**config.mk**
```make
export PLATFORM = sky130hd
export DESIGN_NAME = wreg_dst_pipe
export DESIGN_NICKNAME = d
export VERILOG_FILES = /design/src/rtl/wreg_dst_pipe.sv
export SDC_FILE = /design/constraint.sdc
export NUM_CORES = 1
export LEC_CHECK = 0
export CAP_MARGIN = 25
export CORE_ASPECT_RATIO = 0.75
export CORE_MARGIN = 2
export CORE_UTILIZATION = 44
export CTS_BUF_LIST = sky130_fd_sc_hd__clkbuf_2 sky130_fd_sc_hd__clkbuf_4 sky130_fd_sc_hd__clkbuf_8
export CTS_CLUSTER_DIAMETER = 40
export DETAILED_ROUTE_END_ITERATION = 12
export PLACE_DENSITY = 0.82
export REMOVE_ABC_BUFFERS = 1
export SYNTH_ARGS = -nofsm -noshare
export SYNTH_HDL_FRONTEND = slang
export SYNTH_SLANG_ARGS = --single-unit
```
**constraint.sdc**
```tcl
create_clock -name clk -period 1.9 [get_ports clk]
set_clock_uncertainty 0.05 [all_clocks]
set_input_delay 0.19 -clock clk [delete_from_list [all_inputs] [get_ports clk]]
set_output_delay 0.19 -clock clk [all_outputs]
set_load 0.1 [all_outputs]
```
**src/rtl/wreg_dst_pipe.sv**
```systemverilog
// wreg_dst_pipe: write-destination pipeline for the pipelined MIPS core.
//
// Decodes the destination register of the instruction leaving D (Rd / Rt /
// link / none). It carries {dst, vld} through STAGES slots (slot 0 = E,
// slot STAGES-1 = W) with stall and flush. From the registered slots it
// derives forwarding selects for two source operands, so that the hazard
// unit and the bypass muxes share one view of in-flight writes.
//
// Ports
//   clk        clock, rising edge
//   reset_n    asynchronous active-low reset, clears every slot
//   stall      hold slot 0, inject a bubble into slot 1
//   flush      inject a bubble into slot 0 (wins over stall for slot 0)
//   in_valid   instruction leaving D is real
//   rt, rd     Rt / Rd fields of the instruction leaving D
//   regdst     00 Rd, 01 Rt, 10 LINK_REG, 11 no write
//   src_a/b    source registers queried for forwarding
//   dst_flat   slot k destination at [k*AW +: AW]
//   dst_vld    slot k holds a register write
//   fwd_a/b_sel  0 = no forward, k+1 = take slot k (youngest match)

module wreg_dst_pipe #(
  parameter int unsigned AW       = 5,
  parameter int unsigned STAGES   = 3,
  parameter int unsigned LINK_REG = 31,
  localparam int unsigned SW      = $clog2(STAGES + 1)
) (
  input  logic                   clk,
  input  logic                   reset_n,
  input  logic                   stall,
  input  logic                   flush,
  input  logic                   in_valid,
  input  logic [AW-1:0]          rt,
  input  logic [AW-1:0]          rd,
  input  logic [1:0]             regdst,
  input  logic [AW-1:0]          src_a,
  input  logic [AW-1:0]          src_b,
  output logic [STAGES*AW-1:0]   dst_flat,
  output logic [STAGES-1:0]      dst_vld,
  output logic [SW-1:0]          fwd_a_sel,
  output logic [SW-1:0]          fwd_b_sel
);

  logic [STAGES-1:0][AW-1:0] dst_q, dst_d;
  logic [STAGES-1:0]         vld_q, vld_d;

  logic [AW-1:0] new_dst;
  logic          new_vld;

  // Destination decode. A "write" to register 0 is recorded as dst 0 but
  // never marked valid, so it can never be forwarded.
  always_comb begin
    new_dst = '0;
    unique case (regdst)
      2'b00:   new_dst = rd;
      2'b01:   new_dst = rt;
      2'b10:   new_dst = AW'(LINK_REG);
      default: new_dst = '0;
    endcase
    new_vld = in_valid && (regdst != 2'b11) && (new_dst != '0);
  end

  // Slot advance. Flush only affects slot 0, so older instructions are never
  // killed; with flush and stall together, slot 1 still takes slot 0's old
  // contents.
  always_comb begin
    dst_d = dst_q;
    vld_d = vld_q;
    if (flush) begin
      dst_d[0] = '0;
      vld_d[0] = 1'b0;
    end else if (!stall) begin
      dst_d[0] = new_dst;
      vld_d[0] = new_vld;
    end
    for (int unsigned k = 1; k < STAGES; k++) begin
      if (k == 1 && stall && !flush) begin
        dst_d[k] = '0;
        vld_d[k] = 1'b0;
      end else begin
        dst_d[k] = dst_q[k-1];
        vld_d[k] = vld_q[k-1];
      end
    end
  end

  always_ff @(posedge clk or negedge reset_n) begin
    if (!reset_n) begin
      dst_q <= '0;
      vld_q <= '0;
    end else begin
      dst_q <= dst_d;
      vld_q <= vld_d;
    end
  end

  // Youngest (lowest-index) valid slot whose destination equals src.
  function automatic logic [SW-1:0] fwd_sel(input logic [AW-1:0] src);
    logic [SW-1:0] sel;
    logic          found;
    sel   = '0;
    found = 1'b0;
    if (src != '0) begin
      for (int unsigned k = 0; k < STAGES; k++) begin
        if (!found && vld_q[k] && (dst_q[k] == src)) begin
          sel   = SW'(k + 1);
          found = 1'b1;
        end
      end
    end
    return sel;
  endfunction

  always_comb begin
    fwd_a_sel = fwd_sel(src_a);
    fwd_b_sel = fwd_sel(src_b);
  end

  assign dst_flat = dst_q;
  assign dst_vld  = vld_q;

endmodule

```
Yosys cells after proc, flatten, opt, wreduce, memory -nomap -nowiden. Cells that the tools add are included.

Register bits after elaboration: 18. Input bits: 27. Word-level logic and storage cells: 60.

Reductions and logical operators: 22. Eq/ne operators: 10. Muxes and demuxes: 23.

Operators with widths (number): 5-bit equality test (6); 5-bit 2-to-1 mux (3); 5-bit case mux with 3 select lines (1); 5-bit nonzero test (3); 1-bit logical AND (13); 1-bit 2-to-1 mux (13); 2-bit 2-to-1 mux (6); 1-bit zero test (5); 2-bit by 1-bit equality test with 1-bit output (second input constant) (1); 2-bit equality test (second input constant) (1); 2-bit zero test (1); 2-bit by 1-bit inequality test with 1-bit output (second input constant) (1); 2-bit inequality test (second input constant) (1).

Logic depth before layout (Yosys ltp).
Depth in word-level cells: 14. Gate-level depth with buffers: 5. Gate-level depth less buffers: 4.

Worst setup path after synthesis. OpenSTA, ideal clock, no wires.

Kind: reg-to-output. Start point: reg dst_q (netlist bit dst_flat[14]). End point: out fwd_a_sel[1]. Required time: 1660 ps. Slack: -1257 ps. Cell stages (with the launch flop): 5. Path buffers: 0. Arrival time: 2917 ps. Path through: dfrtp_1 xor2_1 nor4_2 nand3_1 a221oi_2.

Word-level cells in the longest chain between the ends: 4.

RTL lines: start: declaration (RTL line 44) `logic [STAGES-1:0][AW-1:0] dst_q, dst_d;`; start signal: assignment (RTL line 92) `dst_q <= dst_d;`; 5-bit equality test (RTL line 105) `if (!found && vld_q[k] && (dst_q[k] == src)) begin`; 1-bit logical AND (RTL line 105); 2-bit 2-to-1 mux (RTL line 105); 2-bit 2-to-1 mux (RTL line 103) `if (src != '0) begin`; end: declaration (RTL line 40) `output logic [SW-1:0] fwd_a_sel,`.

No other way between the ends.

Worst setup path after layout.
Start point: reg dst_q (netlist bit dst_flat[9]). End point: out fwd_a_sel[1].

Word-level cells in the longest chain between the ends: 9. Elaborated cells between the ends (all ways): 10. Classes of those cells: eq/ne: 1; mux: 5; reduce/logical: 4.

RTL lines (RTL line): 5-bit equality test (*) (105); 1-bit logical AND (*) (105); 1-bit 2-to-1 mux (105); 1-bit 2-to-1 mux (103); 1-bit zero test (105); 1-bit logical AND (2 in series) (105); 2-bit 2-to-1 mux (*) (105); 2-bit 2-to-1 mux (*) (103).

Every way passes the cells marked *; elsewhere a longest branch is shown, timed or not. The select of a mux whose other input is x is not followed.

==> metrics.md <==
| Metric | Value |
|---|---|
| Hpwl dp | `2.70 mm` |
| Die height | `48.9 um` |
| First-pass GRT wire length | `5.71 mm` |
| P_leak | `0.000926 uW` |
| Root Driver | `clkbuf_4` |
| Per-cell routed wire length | `15.8 um` |
| Required time worst endpoint | `1.66 ns` |
| Total track usage | `0.237` |
| Clock sink count | `18` |
| Crit. End Element | `output port` |
| Place WS | `-0.436 ns` |
| Final core occ | `0.747` |
| Slew Limit Headroom | `0.742` |
| Highest Clock Rate | `427 MHz` |
| Number of port buffers | `48` |
| Row count | `16` |
| Starting DRT DRC Count | `61` |
| Nets | `219` |
| Worst-path clk slew | `0.09 ns` |
| Share of cells above drive strength 1 | `0.335` |
| CTS tree | `built` |
| Seq cells post-synth | `18` |
| Placed cells | `215` |
| Gr ovfl total | `0` |
| Drt via density | `5.24` |
| CP arrival | `2.10 ns` |
| Drt pass-1 iters | `4` |
| Worst vdd ir | `287 uV` |
| YS warnings | `0` |
| Non-filler cells, final | `227` |
| Worst setup path category | `reg2out` |
| Final critical-path share of the clock period | `1.23` |
| Register area share after synthesis | `0.381` |
| Post-Syn Area | `1180 sq um` |
| Antenna cells | `0` |
| Largest net degree at the start of global routing | `19` |
| Setup ws final | `-0.444 ns` |
| Routability cong. | `0.995` |
| Skew-Pair Late Insertion Delay | `0.29 ns` |
| Max-cap viol count | `0` |
| Ys flop type | `dfrtp_1` |
| Top cells by area, synth | `dfrtp_1 38%, xor2_1 18%, xnor2_1 4.4%` |
| RSZ-0062 raised after global routing | `yes` |
| Clock Path Buffers | `2` |
| Fin. Hold Viols | `0` |
| Status | `finished, violations left` |
| List of most frequent post-synthesis cells | `24 x xor2_1, 18 x dfrtp_1, 11 x nor2_1` |
| P&R area growth vs syn | `63.1%` |
| Core ar. | `2580 sq um` |
| Post-DRT Antenna Nets | `0` |
| Hold Crit Class | `in2async` |
| Number of global-route vias before repair | `1219` |
| Worst Tran Pin Value | `0.383 ns` |
| Starting Density | `0.458` |
| Fin. max-slew vios | `0` |
| DIE WIDTH | `63.9 um` |
| Final setup fails | `4` |
| Post-Syn Instances | `120` |
| Htree depth | `1` |
| Share of the synthesized area in the top cell type | `0.381` |
| Power per cell area | `574 nW/um^2` |
| CTS buffer count | `3` |
| CP max FO | `3` |
| WHS | `0.159 ns` |
| Die ar. | `3120 sq um` |
| Fin crit period | `2.34 ns` |
| Syn Area/Cell | `9.85 sq um` |
| Count leader, synth | `xor2_1` |
| Post-synth top area cell | `dfrtp_1` |
| Post-synth ARST share | `1.00` |
| Yosys cell types | `28` |
| Drt drc | `0` |
| Top Ports | `49` |
| Initial antenna violation count | `0` |
| Startpoint Class | `flip-flop` |
| Total Routed Length | `3.60 mm` |
| Number of synthesized flops with an enable pin | `0` |
| Via count | `1189` |
| Failing checks | `setup timing` |
-- power by group --
group	switching, uW	leakage (uW)	internal [uW]
logic	287	0.000662	163
clock network	109	0.0000210	117
registers	27.8	0.000243	404
total	424	0.000926	683
-- final cells by class --
| class | count | area, sq um |
|---|---|---|
| well taps | 36 | 45.0 |
| flip-flops and latches | 18 | 450 |
| repair buffers | 76 | 689 |
| clock buffers | 4 | 36.3 |
| inverters | 1 | 3.75 |
| fillers | 183 | 654 |
| multi-input cells | 92 | 703 |
-- layout by cell type (no fill, tap or decap), types with 4 or more instances in the layout --
master           instances
nand3_1                  5
nor2_1                  11
nor4_2                   4
clkdlybuf4s50_1         22
xnor2_1                  6
buf_4                   45
xor2_1                  23
dlygate4sd2_1            4
a21oi_1                  4
dfrtp_1                 18
and2_1                   6
-- through the flow --
| step | setup TNS [ns] | cell area, sq um | power, uW |
|---|---|---|---|
| after floorplan | -3.57 | 1120 | 684 |
| after global placement | -0.929 | 1790 | 856 |
| after detailed placement | -1.14 | 1790 | 865 |
| after CTS | -0.945 | 1880 | 1100 |
| after global routing | -1.63 | 1930 | 1160 |
| final | -1.37 | 1930 | 1110 |
-- kinds of logic after synthesis --
| logic type | synth area share |
|---|---|
| flops | 0.381 |
| xor+xnor | 0.222 |
| compound gates | 0.0995 |
| mux | 0.0254 |
| buf+inv | 0.0529 |
| simple gates | 0.219 |
-- sequential cells by signal, indices dropped and copies added (netlist names) --
signal    cells
dst_vld       3
dst_flat     15
-- timing repair --
| item | 4_1_cts | 5_1_grt |
|---|---|---|
| gates resized for setup | 7 | 5 |
| hold endpoints to repair | 0 | 0 |
| hold buffers | 0 | 0 |
| setup endpoints to repair | 4 | 4 |
| buffers inserted | 5 | 4 |
| pin swaps | 7 | 5 |
-- metal layers --
metal	GRT usage	vias to the layer above	routed length, um
met5	0	-	0
met4	0.0688	0	143
met3	0.0531	16	253
met2	0.429	72	1690
met1	0.280	542	1510
li1	-	559	-
-- worst paths after layout --
check	cells past startpoint	end	startpoint	slack, ns
max in group asynchronous	2	dst_flat[2]	reset_n	1.46
min reg2reg	0	dst_flat[11]	dst_flat[6]	0.43
min in group clk	3	dst_vld[0]	in_valid	0.43
max	5	fwd_a_sel[1]	dst_flat[9]	-0.44
max reg2reg	3	dst_flat[3]	dst_flat[3]	0.97
min	2	dst_flat[5]	reset_n	0.16
-- worst max-delay path, stage by stage, from the launching register on --
cell	delay, ns
dfrtp_1	0.44
xor2_1	0.17
nor4_1	0.39
nand3_1	0.19
a221oi_2	0.35
clkbuf_16	0.27
No activity file was read; power rests on OpenSTA's default activity.
